--- src/rtl/elevator_call_panel.sv ---
// SCAN call panel: latches button presses and issues one-hot targets to the elevator controller.
// Optional travel watchdog is compiled in with `define CALL_TIMEOUT_EN.
module elevator_call_panel #(
  parameter int NUM_FLOORS     = 5,
  parameter int DWELL_CYCLES   = 4,
  parameter int TIMEOUT_CYCLES = 255
) (
  input  logic                  clk,
  input  logic                  reset,
  input  logic [NUM_FLOORS-1:0] btn,
  input  logic [NUM_FLOORS-1:0] floor_pos,
  output logic [NUM_FLOORS-1:0] floor_req,
  output logic [NUM_FLOORS-1:0] pending,
  output logic                  door_open,
  output logic                  busy,
  output logic                  fault
);
  localparam int IDX_W = (NUM_FLOORS > 1) ? $clog2(NUM_FLOORS) : 1;
  localparam int DW_W  = $clog2(DWELL_CYCLES + 1);

  typedef enum logic [1:0] {IDLE, SELECT, TRAVEL, DWELL} state_t;

  state_t                state, state_nxt;
  logic [NUM_FLOORS-1:0] pending_nxt, req_nxt, tgt_mask, latch_mask;
  logic [IDX_W-1:0]      cur_floor, cur_nxt, tgt, tgt_nxt;
  logic [IDX_W-1:0]      pos_idx, up_idx, dn_idx, sel_idx;
  logic                  pos_onehot, up_found, dn_found, sel_dir;
  logic                  dir_up, dir_nxt, door_nxt;
  logic [DW_W-1:0]       dwell_cnt, dwell_nxt;

`ifdef CALL_TIMEOUT_EN
  localparam int WD_W = $clog2(TIMEOUT_CYCLES + 1);
  logic [WD_W-1:0] wd_cnt, wd_nxt;
  logic            fault_nxt;
`else
  // no watchdog in this build: constant 0
  assign fault = (TIMEOUT_CYCLES < 0);
`endif

  assign busy     = (state != IDLE);
  assign tgt_mask = NUM_FLOORS'(1) << tgt;

  // Car position decode and SCAN candidate search
  always_comb begin
    pos_idx  = '0;
    up_idx   = '0;
    dn_idx   = '0;
    up_found = 1'b0;
    dn_found = 1'b0;
    for (int i = 0; i < NUM_FLOORS; i++)
      if (floor_pos[i]) pos_idx = IDX_W'(i);
    pos_onehot = (floor_pos != '0) &&
                 ((floor_pos & (floor_pos - NUM_FLOORS'(1))) == '0);
    cur_nxt = pos_onehot ? pos_idx : cur_floor;
    // descending scan leaves the nearest floor above in up_idx
    for (int i = NUM_FLOORS - 1; i >= 0; i--)
      if (pending[i] && (i > int'(cur_floor))) begin
        up_found = 1'b1;
        up_idx   = IDX_W'(i);
      end
    for (int i = 0; i < NUM_FLOORS; i++)
      if (pending[i] && (i < int'(cur_floor))) begin
        dn_found = 1'b1;
        dn_idx   = IDX_W'(i);
      end
    sel_idx = up_idx;
    sel_dir = 1'b1;
    if (pending[cur_floor]) begin
      sel_idx = cur_floor;
      sel_dir = dir_up;
    end else if (dir_up && up_found) begin
      sel_idx = up_idx;
      sel_dir = 1'b1;
    end else if (dn_found) begin
      sel_idx = dn_idx;
      sel_dir = 1'b0;
    end
  end

  // Next-state and registered-output logic
  always_comb begin
    latch_mask  = ((state == TRAVEL) || (state == DWELL)) ? tgt_mask : '0;
    pending_nxt = pending | (btn & ~latch_mask);
    state_nxt   = state;
    req_nxt     = floor_req;
    door_nxt    = door_open;
    dir_nxt     = dir_up;
    tgt_nxt     = tgt;
    dwell_nxt   = dwell_cnt;
`ifdef CALL_TIMEOUT_EN
    wd_nxt    = wd_cnt;
    fault_nxt = fault;
`endif
    case (state)
      IDLE: if (pending != '0) state_nxt = SELECT;
      SELECT: begin
        tgt_nxt   = sel_idx;
        dir_nxt   = sel_dir;
        req_nxt   = NUM_FLOORS'(1) << sel_idx;
        state_nxt = TRAVEL;
`ifdef CALL_TIMEOUT_EN
        wd_nxt = '0;
`endif
      end
      TRAVEL: begin
        if (floor_pos == floor_req) begin
          req_nxt     = '0;
          pending_nxt = pending_nxt & ~tgt_mask;
          door_nxt    = 1'b1;
          dwell_nxt   = DW_W'(DWELL_CYCLES);
          state_nxt   = DWELL;
        end
`ifdef CALL_TIMEOUT_EN
        else if (wd_cnt == WD_W'(TIMEOUT_CYCLES - 1)) begin
          req_nxt     = '0;
          pending_nxt = pending_nxt & ~tgt_mask;
          fault_nxt   = 1'b1;
          state_nxt   = IDLE;
        end else begin
          wd_nxt = wd_cnt + WD_W'(1);
        end
`endif
      end
      DWELL: begin
        if (dwell_cnt <= DW_W'(1)) begin
          door_nxt  = 1'b0;
          state_nxt = IDLE;
        end else begin
          dwell_nxt = dwell_cnt - DW_W'(1);
        end
      end
      default: state_nxt = IDLE;
    endcase
  end

  always_ff @(posedge clk) begin
    if (reset) begin
      state     <= IDLE;
      pending   <= '0;
      floor_req <= '0;
      door_open <= 1'b0;
      dir_up    <= 1'b1;
      cur_floor <= '0;
      tgt       <= '0;
      dwell_cnt <= '0;
`ifdef CALL_TIMEOUT_EN
      wd_cnt    <= '0;
      fault     <= 1'b0;
`endif
    end else begin
      state     <= state_nxt;
      pending   <= pending_nxt;
      floor_req <= req_nxt;
      door_open <= door_nxt;
      dir_up    <= dir_nxt;
      cur_floor <= cur_nxt;
      tgt       <= tgt_nxt;
      dwell_cnt <= dwell_nxt;
`ifdef CALL_TIMEOUT_EN
      wd_cnt    <= wd_nxt;
      fault     <= fault_nxt;
`endif
    end
  end
endmodule

--- config.mk ---
export PLATFORM = sky130hd
export DESIGN_NAME = elevator_call_panel
export DESIGN_NICKNAME = d
export VERILOG_FILES = /design/src/rtl/elevator_call_panel.sv
export SDC_FILE = /design/constraint.sdc
export NUM_CORES = 1
export LEC_CHECK = 0
export CORE_MARGIN = 1
export CORE_UTILIZATION = 41
export DETAILED_ROUTE_END_ITERATION = 16
export HOLD_SLACK_MARGIN = 0.05
export PLACE_DENSITY = 0.61
export SYNTH_ARGS = -nofsm -noshare
export SYNTH_HDL_FRONTEND = slang
export SYNTH_SLANG_ARGS = --single-unit
--- constraint.sdc ---
create_clock -name clk -period 2.35 [get_ports clk]
set_input_delay 0.5875 -clock clk [delete_from_list [all_inputs] [get_ports clk]]
set_output_delay 0.5875 -clock clk [all_outputs]
set_load 0.02 [all_outputs]
Word-level counts from Yosys, hierarchy flattened:

Cells that the tools add are included.
Widths: inputs -> output; s select.

* output and inout port bits: 13
* logic and storage cells: 105
* input port bits: 12
* memory bits (read-only): 0
* flip-flop bits (word level): 23
* bits in latches: 0
* bits in writable memories: 0
* memories kept: 0

* $add $sub $neg: 2
* $lt $le $gt $ge: 11
* multipliers: 0
* reduce and logical (&&, ||, !) cells: 24
* bitwise logic cells: 7
* muxes and demuxes: 43
* shift-type cells: 2
* equal/unequal tests: 8
* divide/modulo/power cells: 0

Operators with widths (count)
* $mux 3: 15
* $mux 5: 4
* $mux 1: 16
* $and 5x5->5: 3
* $logic_and 1x1->1: 11
* $not 5->5: 2
* $pmux 5 s2: 1
* $reduce_bool 5->1: 2
* $shl 1x3->5 const A: 2
* $reduce_and 3->1: 3
* $pmux 2 s4: 1
* $gt 2x3->1 const A: 2
* $lt 1x3->1 const A: 2
* $lt 2x3->1 const A: 2
* $mux 2: 3
* $pmux 3 s2: 1
* $reduce_bool 2->1: 3
* $eq 5x5->1: 1
* $logic_not 5->1: 1
* $or 5x5->5: 1
* $sub 5x1->5 const B: 1
* $eq 2x2->1 const B: 2
* $lt 3x4->1 const B: 1
* $ne 2x1->1 const B: 2
* other kinds (13): 15

Depth between registers and ports, before layout:

Gate-level depths: netlist of the first run.

* word-level depth: 12
* mapped depth: 8
* depth with buffers taken out: 8

Worst setup path before layout of the first run:

Ideal clock, no wire load.

* path type: input-to-reg
* start: in floor_pos[1]
* end: reg state[1]
* required time: 2222 ps
* setup time: 128 ps
* arrival: 2015 ps
* slack: 207 ps
* cell stages on the path: 7
* path buffers: 1
* path through: clkbuf_2 > xnor2_1 > nand3_1 > o31ai_1 > o311a_1 > mux2i_1 > nor2_1

* cells in the longest elaborated chain, start to end: 3

Ends and longest elaborated chain
* start, declared: RTL line 11 `input logic [NUM_FLOORS-1:0] floor_pos,`
* $eq 5x5->1: RTL line 106 `if (floor_pos == floor_req) begin`
* $ne 2x1->1 (no source line)
* $reduce_and 3->1 (no source line)
* end signal, assigned: RTL line 151 `state <= state_nxt;`
* end, declared: RTL line 23 `state_t state, state_nxt;`

No other way between the ends.
A chain may end at the register's enable or synchronous reset.

Worst setup path after layout of the first run:

* start: reg state[1]
* end: out busy

* cells in the longest elaborated chain, start to end: 1

Ends and longest elaborated chain
* $reduce_bool 2->1: RTL line 40 `assign busy = (state != IDLE);`
* end, declared: RTL line 15 `output logic busy,`

No other way between the ends.

==> results.sh, run 1 <==
export IMPL_power_density_nw_per_um2=748
export IMPL_cts_tree="yes"
export IMPL_grt_use_total=0.206
export IMPL_grt_pass1_wl_um=6860
export IMPL_synth_main_ff_cell="dfxtp_1"
export IMPL_worst_ep_required_time_ns=1.76
export IMPL_rsz0062_at_grt="false"
export IMPL_drtIter0Drc=48
export IMPL_start_util=0.439
export IMPL_drcViolationCount=0
export IMPL_seqPwrFrac=0.372
export IMPL_whs_ns=0.487
export IMPL_final_nets=260
export IMPL_netSwitchingFraction=0.398
export IMPL_dieWidth_um=65.5
export IMPL_ys_warn_count=0
export IMPL_dp_cells=285
export IMPL_vias=1680
export IMPL_fp_coreArea_um2=3770
export IMPL_hp_class="flip-flop to flip-flop"
export IMPL_fin_skew_ns=0.00755
export IMPL_pin_count=25
export IMPL_drv_slew=0
export IMPL_ant_nets=0
export IMPL_final_cell_mix="27 x nor2_1, 23 x clkdlybuf4s50_1, 22 x dfxtp_1, 17 x nand2_1, 17 x a21oi_1"
export IMPL_synth_distinct_cells=54
export IMPL_final_cells=289
export IMPL_clockRootBuffer="clkbuf_8"
export IMPL_cts_sinks=23
export IMPL_fmax_mhz=450
export IMPL_startpoint_type="flip-flop"
export IMPL_synth_fp_nets=233
export IMPL_path_class="flip-flop to primary output"
export IMPL_synth_seq_cells=23
export IMPL_worstPathArrival_ns=1.63
export IMPL_cts_path_max_buffers=2
export IMPL_overflow=0
export IMPL_power_frac_clock=0.169
export IMPL_final_min_clock_period_ns=2.22
export IMPL_vias_per_cell=5.81
export IMPL_setup_viol=0
export IMPL_fin_util=0.535
export IMPL_rows=22
export IMPL_wire_per_inst_um=14.2
export IMPL_max_slew_margin=0.659
export IMPL_grt_max_degree=18
export IMPL_cts_buffers_inserted=3
export IMPL_fin_crit_sh=0.946
export IMPL_cts_htree_levels=1
export IMPL_cts_setup_buffers=0
export IMPL_area_growth_pct=21.8
export IMPL_synth_edf_count=0
export IMPL_place_congestion=0.842
export IMPL_p_leak_nw=0.791
export IMPL_switching_power_w=0.000601
export IMPL_synth_async_sr_flop_share=0
export IMPL_antenna_found_initial=0
export IMPL_seq_area_frac_synth=0.278
export IMPL_hpwl_um=3120
export IMPL_syn_area_um2=1660
export IMPL_synth_cells=215
export IMPL_combPwrFrac=0.460
export IMPL_status="finished clean"
export IMPL_layout_commonest_cell="nor2_1"
export IMPL_dieHeight_um=65.5
export IMPL_grt_pass1_vias=1598
export IMPL_ir_drop_v=0.000340
export IMPL_path_clk_slew_ns=0.09
export IMPL_wl_um=4120
export IMPL_cp_max_fo=4
export IMPL_power_internal_w=0.000908
export IMPL_critPathCaptureType="primary output"
export IMPL_maxCapViolCount=0
export IMPL_antennaDiodeCount=0
export IMPL_drive_gt1_frac=0.112
export IMPL_io_buffers=23
export IMPL_die_area_um2=4300
export IMPL_insertion_delay_ns=0.27
export IMPL_drtPass1Iterations=4
export IMPL_worstMarginPinSlew_ns=0.510
export IMPL_syn_area_per_cell_um2=7.70
export IMPL_final_hold_viol_count=0
cells in the mapped netlist (all sizes together), types with 2 or more instances:
master / n / area share
a2111oi: 3 / 0.016
a211o: 2 / 0.011
a211oi: 2 / 0.0091
a21oi: 18 / 0.057
a22o: 2 / 0.011
a2bb2oi: 2 / 0.011
a31oi: 3 / 0.011
a32o: 2 / 0.012
and4bb: 2 / 0.015
buf: 8 / 0.033
clkbuf: 7 / 0.017
dfxtp: 23 / 0.28
ha: 6 / 0.045
inv: 11 / 0.025
mux2i: 4 / 0.024
nand2: 17 / 0.039
nand2b: 7 / 0.031
nand3: 7 / 0.021
nor2: 27 / 0.061
nor2b: 2 / 0.0076
nor3: 8 / 0.024
nor3b: 3 / 0.014
o211a: 2 / 0.012
o211ai: 3 / 0.014
o21a: 3 / 0.014
o21ai: 8 / 0.024
o21bai: 2 / 0.0091
o22ai: 2 / 0.0076
o31a: 2 / 0.011
o31ai: 2 / 0.0091
or2: 2 / 0.0076
xnor2: 5 / 0.026
xor2: 3 / 0.016
registers in the layout, summed over array words and instances (netlist names):
signal / count
floor_req: 5
pending: 5
cur_floor: 3
dwell_cnt: 3
tgt: 3
state: 2
dir_up: 1
door_open: 1
routing by layer:
metal / vias to the layer above / track usage / wire, µm
li1: 823 / - / -
met1: 812 / 0.254 / 1880
met2: 39 / 0.365 / 2030
met3: 6 / 0.0260 / 153
met4: 0 / 0.0679 / 51
met5: - / 0 / 0
cell type report:
type,count,area [µm²]
repair buffers,37,335
flip-flops and latches,23,462
clock inverters,1,5.00
fillers,355,1750
inverters,11,41.3
well taps,48,60.1
multi-input cells,166,1070
clock buffers,3,41.3
critical path, stage by stage (launching register included):
cell	delay (ns)
dfxtp_1	0.40
inv_1	0.08
ha_1	0.19
inv_1	0.09
clkdlybuf4s50_1	0.60
final timing paths:
check / startpoint / endpoint / slack [ns] / cells after the start
setup / recovery: state[1] / busy / 0.13 / 4
hold / removal: dir_up / dir_up / 0.49 / 1
setup reg to reg: cur_floor[0] / floor_req[2] / 0.15 / 6
hold reg to reg: dir_up / dir_up / 0.49 / 1
per-stage QoR:
stage / setup WS, ns / power, W / cell area, µm² / TNS (ns)
3_5_place_dp: -0.0426 / 0.00125 / 1970 / -0.0531
6_report: 0.128 / 0.00151 / 2020 / 0
3_3_place_gp: 0.0495 / 0.00123 / 1970 / 0
5_1_grt: 0.0122 / 0.00162 / 2020 / 0
4_1_cts: 0.119 / 0.00151 / 2020 / 0
2_1_floorplan: 0.207 / 0.00102 / 1660 / 0
cells by family after synthesis:
logic type               count (synthesis)  share of synthesized area
other                                    1                    0.00227
AND/OR/NAND/NOR                         81                      0.252
AO/OA/AOI/OAI                           65                      0.274
flip-flops                              23                      0.278
buffers and inverters                   26                     0.0741
multiplexers                             5                     0.0310
adder cells (fa/ha/maj)                  6                     0.0454
XOR/XNOR                                 8                     0.0423
timing repair:
item / CTS / global route
setup endpoints to repair: 0 / 2
gates resized for setup: 0 / 1
hold buffers: 0 / 0
power groups by stage:
stage	registers (W)	clock network, W	logic (W)
after floorplan	0.000562	0	0.000463
after global placement	0.000564	0	0.000668
after detailed placement	0.000566	0	0.000688
after CTS	0.000558	0.000259	0.000694
after global routing	0.000572	0.000280	0.000769
final	0.000560	0.000254	0.000694
Power figures use the tool's default switching activity.
==> inputs of run 2 (changes only) <==
--- a/config.mk
+++ b/config.mk
@@ -7,9 +7,11 @@
 export LEC_CHECK = 0
 export CORE_MARGIN = 1
 export CORE_UTILIZATION = 41
+export CTS_CLUSTER_DIAMETER = 50
 export DETAILED_ROUTE_END_ITERATION = 16
 export HOLD_SLACK_MARGIN = 0.05
 export PLACE_DENSITY = 0.61
 export SYNTH_ARGS = -nofsm -noshare
 export SYNTH_HDL_FRONTEND = slang
 export SYNTH_SLANG_ARGS = --single-unit
+export TNS_END_PERCENT = 1
==> results of run 2 <==
The final DEF is identical to that of run 1; final timing and power are the same.
==> inputs of run 3 (changes only) <==
--- a/config.mk
+++ b/config.mk
@@ -5,6 +5,7 @@
 export SDC_FILE = /design/constraint.sdc
 export NUM_CORES = 1
 export LEC_CHECK = 0
+export CORE_ASPECT_RATIO = 1.4
 export CORE_MARGIN = 1
 export CORE_UTILIZATION = 41
 export CTS_CLUSTER_DIAMETER = 50
==> run 3 against run 2 <==
  * Critical path depth is the same
  * Final area up 0.68%
  * Clock skew decreased by 0.0044 ns
  * Sequential power fell by 0.9%
  * Clock power barely moved
  * Register-to-register slack improved by 0.05 ns
  * Setup slack barely moved
  * Flip-flop and latch count did not move
  * Utilization decreased by 1.2 points
  * Non-clock buffer count rose by 2
  * Cell count is 1.0% lower
  * Clock-buffer cell count grew 1
  * Critical endpoint unchanged
  * Highest routed layer unchanged
==> results.sh, run 3 (same netlist as run 1, synthesis figures left out) <==
export IMPL_cts_tree="yes"
export IMPL_pin_count=25
export IMPL_p_leak_nw=0.801
export IMPL_reg_largest_list="floor_req (5), pending (5)"
export IMPL_grt_use_total=0.199
export IMPL_critPathCaptureType="primary output"
export IMPL_worst_ep_required_time_ns=1.76
export IMPL_final_nets=262
export IMPL_drv_slew=0
export IMPL_fin_skew_ns=0.00316
export IMPL_hp_class="flip-flop to flip-flop"
export IMPL_ant_nets=0
export IMPL_dieHeight_um=77.2
export IMPL_whs_ns=0.495
export IMPL_final_cells=286
export IMPL_area_growth_pct=22.7
export IMPL_cp_max_fo=4
export IMPL_power_frac_clock=0.170
export IMPL_fp_coreArea_um2=3880
export IMPL_antennaDiodeCount=0
export IMPL_overflow=0
export IMPL_drtIter0Drc=77
export IMPL_crit_chain="inv_1 > ha_1 > inv_1 > clkdlybuf4s50_1"
export IMPL_cts_sinks=23
export IMPL_seqPwrFrac=0.373
export IMPL_worstPathArrival_ns=1.64
export IMPL_power_density_nw_per_um2=734
export IMPL_place_congestion=0.866
export IMPL_fmax_mhz=450
export IMPL_combPwrFrac=0.457
export IMPL_cts_path_max_buffers=2
export IMPL_max_stage_delay_ns=0.61
export IMPL_path_class="flip-flop to primary output"
export IMPL_grt_pass1_vias=1510
export IMPL_dieWidth_um=55.7
export IMPL_io_buffers=23
export IMPL_cts_buffers_inserted=3
export IMPL_drtPass1Iterations=4
export IMPL_maxCapViolCount=0
export IMPL_grt_max_degree=18
export IMPL_crit_top_cell="inv_1"
export IMPL_worst_path_max_delay_cell="clkdlybuf4s50_1"
export IMPL_wl_um=3990
export IMPL_drcViolationCount=0
export IMPL_path_clk_slew_ns=0.08
export IMPL_cts_htree_levels=1
export IMPL_wire_per_inst_um=14.0
export IMPL_clockRootBuffer="clkbuf_8"
export IMPL_cts_hold_buf=0
export IMPL_die_area_um2=4300
export IMPL_rsz0062_at_grt="false"
export IMPL_grt_pass1_wl_um=6820
export IMPL_start_util=0.426
export IMPL_vias_per_cell=5.72
export IMPL_final_min_clock_period_ns=2.22
export IMPL_max_slew_margin=0.588
export IMPL_insertion_delay_ns=0.27
export IMPL_total_power_w=0.00149
export IMPL_vias=1636
export IMPL_hpwl_um=3150
export IMPL_power_internal_w=0.000907
export IMPL_antenna_found_initial=0
export IMPL_netSwitchingFraction=0.391
export IMPL_final_hold_viol_count=0
export IMPL_switching_power_w=0.000583
export IMPL_fin_crit_sh=0.946
export IMPL_status="finished clean"
export IMPL_layout_commonest_cell="nor2_1"
export IMPL_setup_viol=0
export IMPL_final_cell_mix="27 x nor2_1, 23 x clkdlybuf4s50_1, 21 x dfxtp_1, 17 x nand2_1, 17 x a21oi_1"
export IMPL_rows=27
export IMPL_worstMarginPinSlew_ns=0.602
export IMPL_fin_setup_tns_ns=0
export IMPL_ir_drop_v=0.000467
export IMPL_startpoint_type="flip-flop"
export IMPL_drive_gt1_frac=0.123
export IMPL_dp_cells=282
-- run 3: metrics by stage --
stage	instance area (µm²)	util	worst slack, ns
3_5_place_dp	1980	0.509	0.0466
3_3_place_gp	1980	0.509	0.0801
5_1_grt	2030	0.523	0.00809
6_report	2030	0.523	0.127
2_1_floorplan	1660	-	0.207
4_1_cts	2020	0.521	0.105
-- run 3: power groups by stage --
stage                     clock, W  sequential, W  combinational (W)
after floorplan                  0       0.000562           0.000463
after global placement           0       0.000565           0.000678
after detailed placement         0       0.000565           0.000677
after CTS                 0.000263       0.000555           0.000682
after global routing      0.000279       0.000571           0.000758
final                     0.000254       0.000555           0.000681
-- run 3: per-layer routing --
layer  up-vias  routed length (µm)  track usage
met3         7                  91       0.0219
met5         -                   0            0
li1        828                   -            -
met2        28                2120        0.370
met4         0                  76       0.0750
met1       773                1700        0.228
-- run 3: repair_timing --
item / CTS / global route
resized for setup: 0 / 3
setup endpoints to repair: 0 / 6
buffers inserted: 0 / 0
-- run 3: area by class of cell --
type / instances / area, µm²
fillers: 407 / 1850
repair buffers: 39 / 350
flip-flops and latches: 23 / 463
clock buffers: 4 / 45.0
well taps: 43 / 53.8
multi-input cells: 166 / 1080
inverters: 11 / 41.3
-- run 3: path summary, 6_finish.rpt --
path	from	endpoint	slack, ns	cells after the start
min	door_open	door_open	0.49	2
max reg2reg	pending[3]	floor_req[0]	0.20	6
max	state[0]	busy	0.13	4
min reg2reg	door_open	door_open	0.49	2
-- run 3: worst max-delay path: cells and delay by family (launching register included) --
kind / cells / cell delay, ns
buffers and inverters: 3 / 0.76
DFF: 1 / 0.40
adders and majority gates: 1 / 0.21
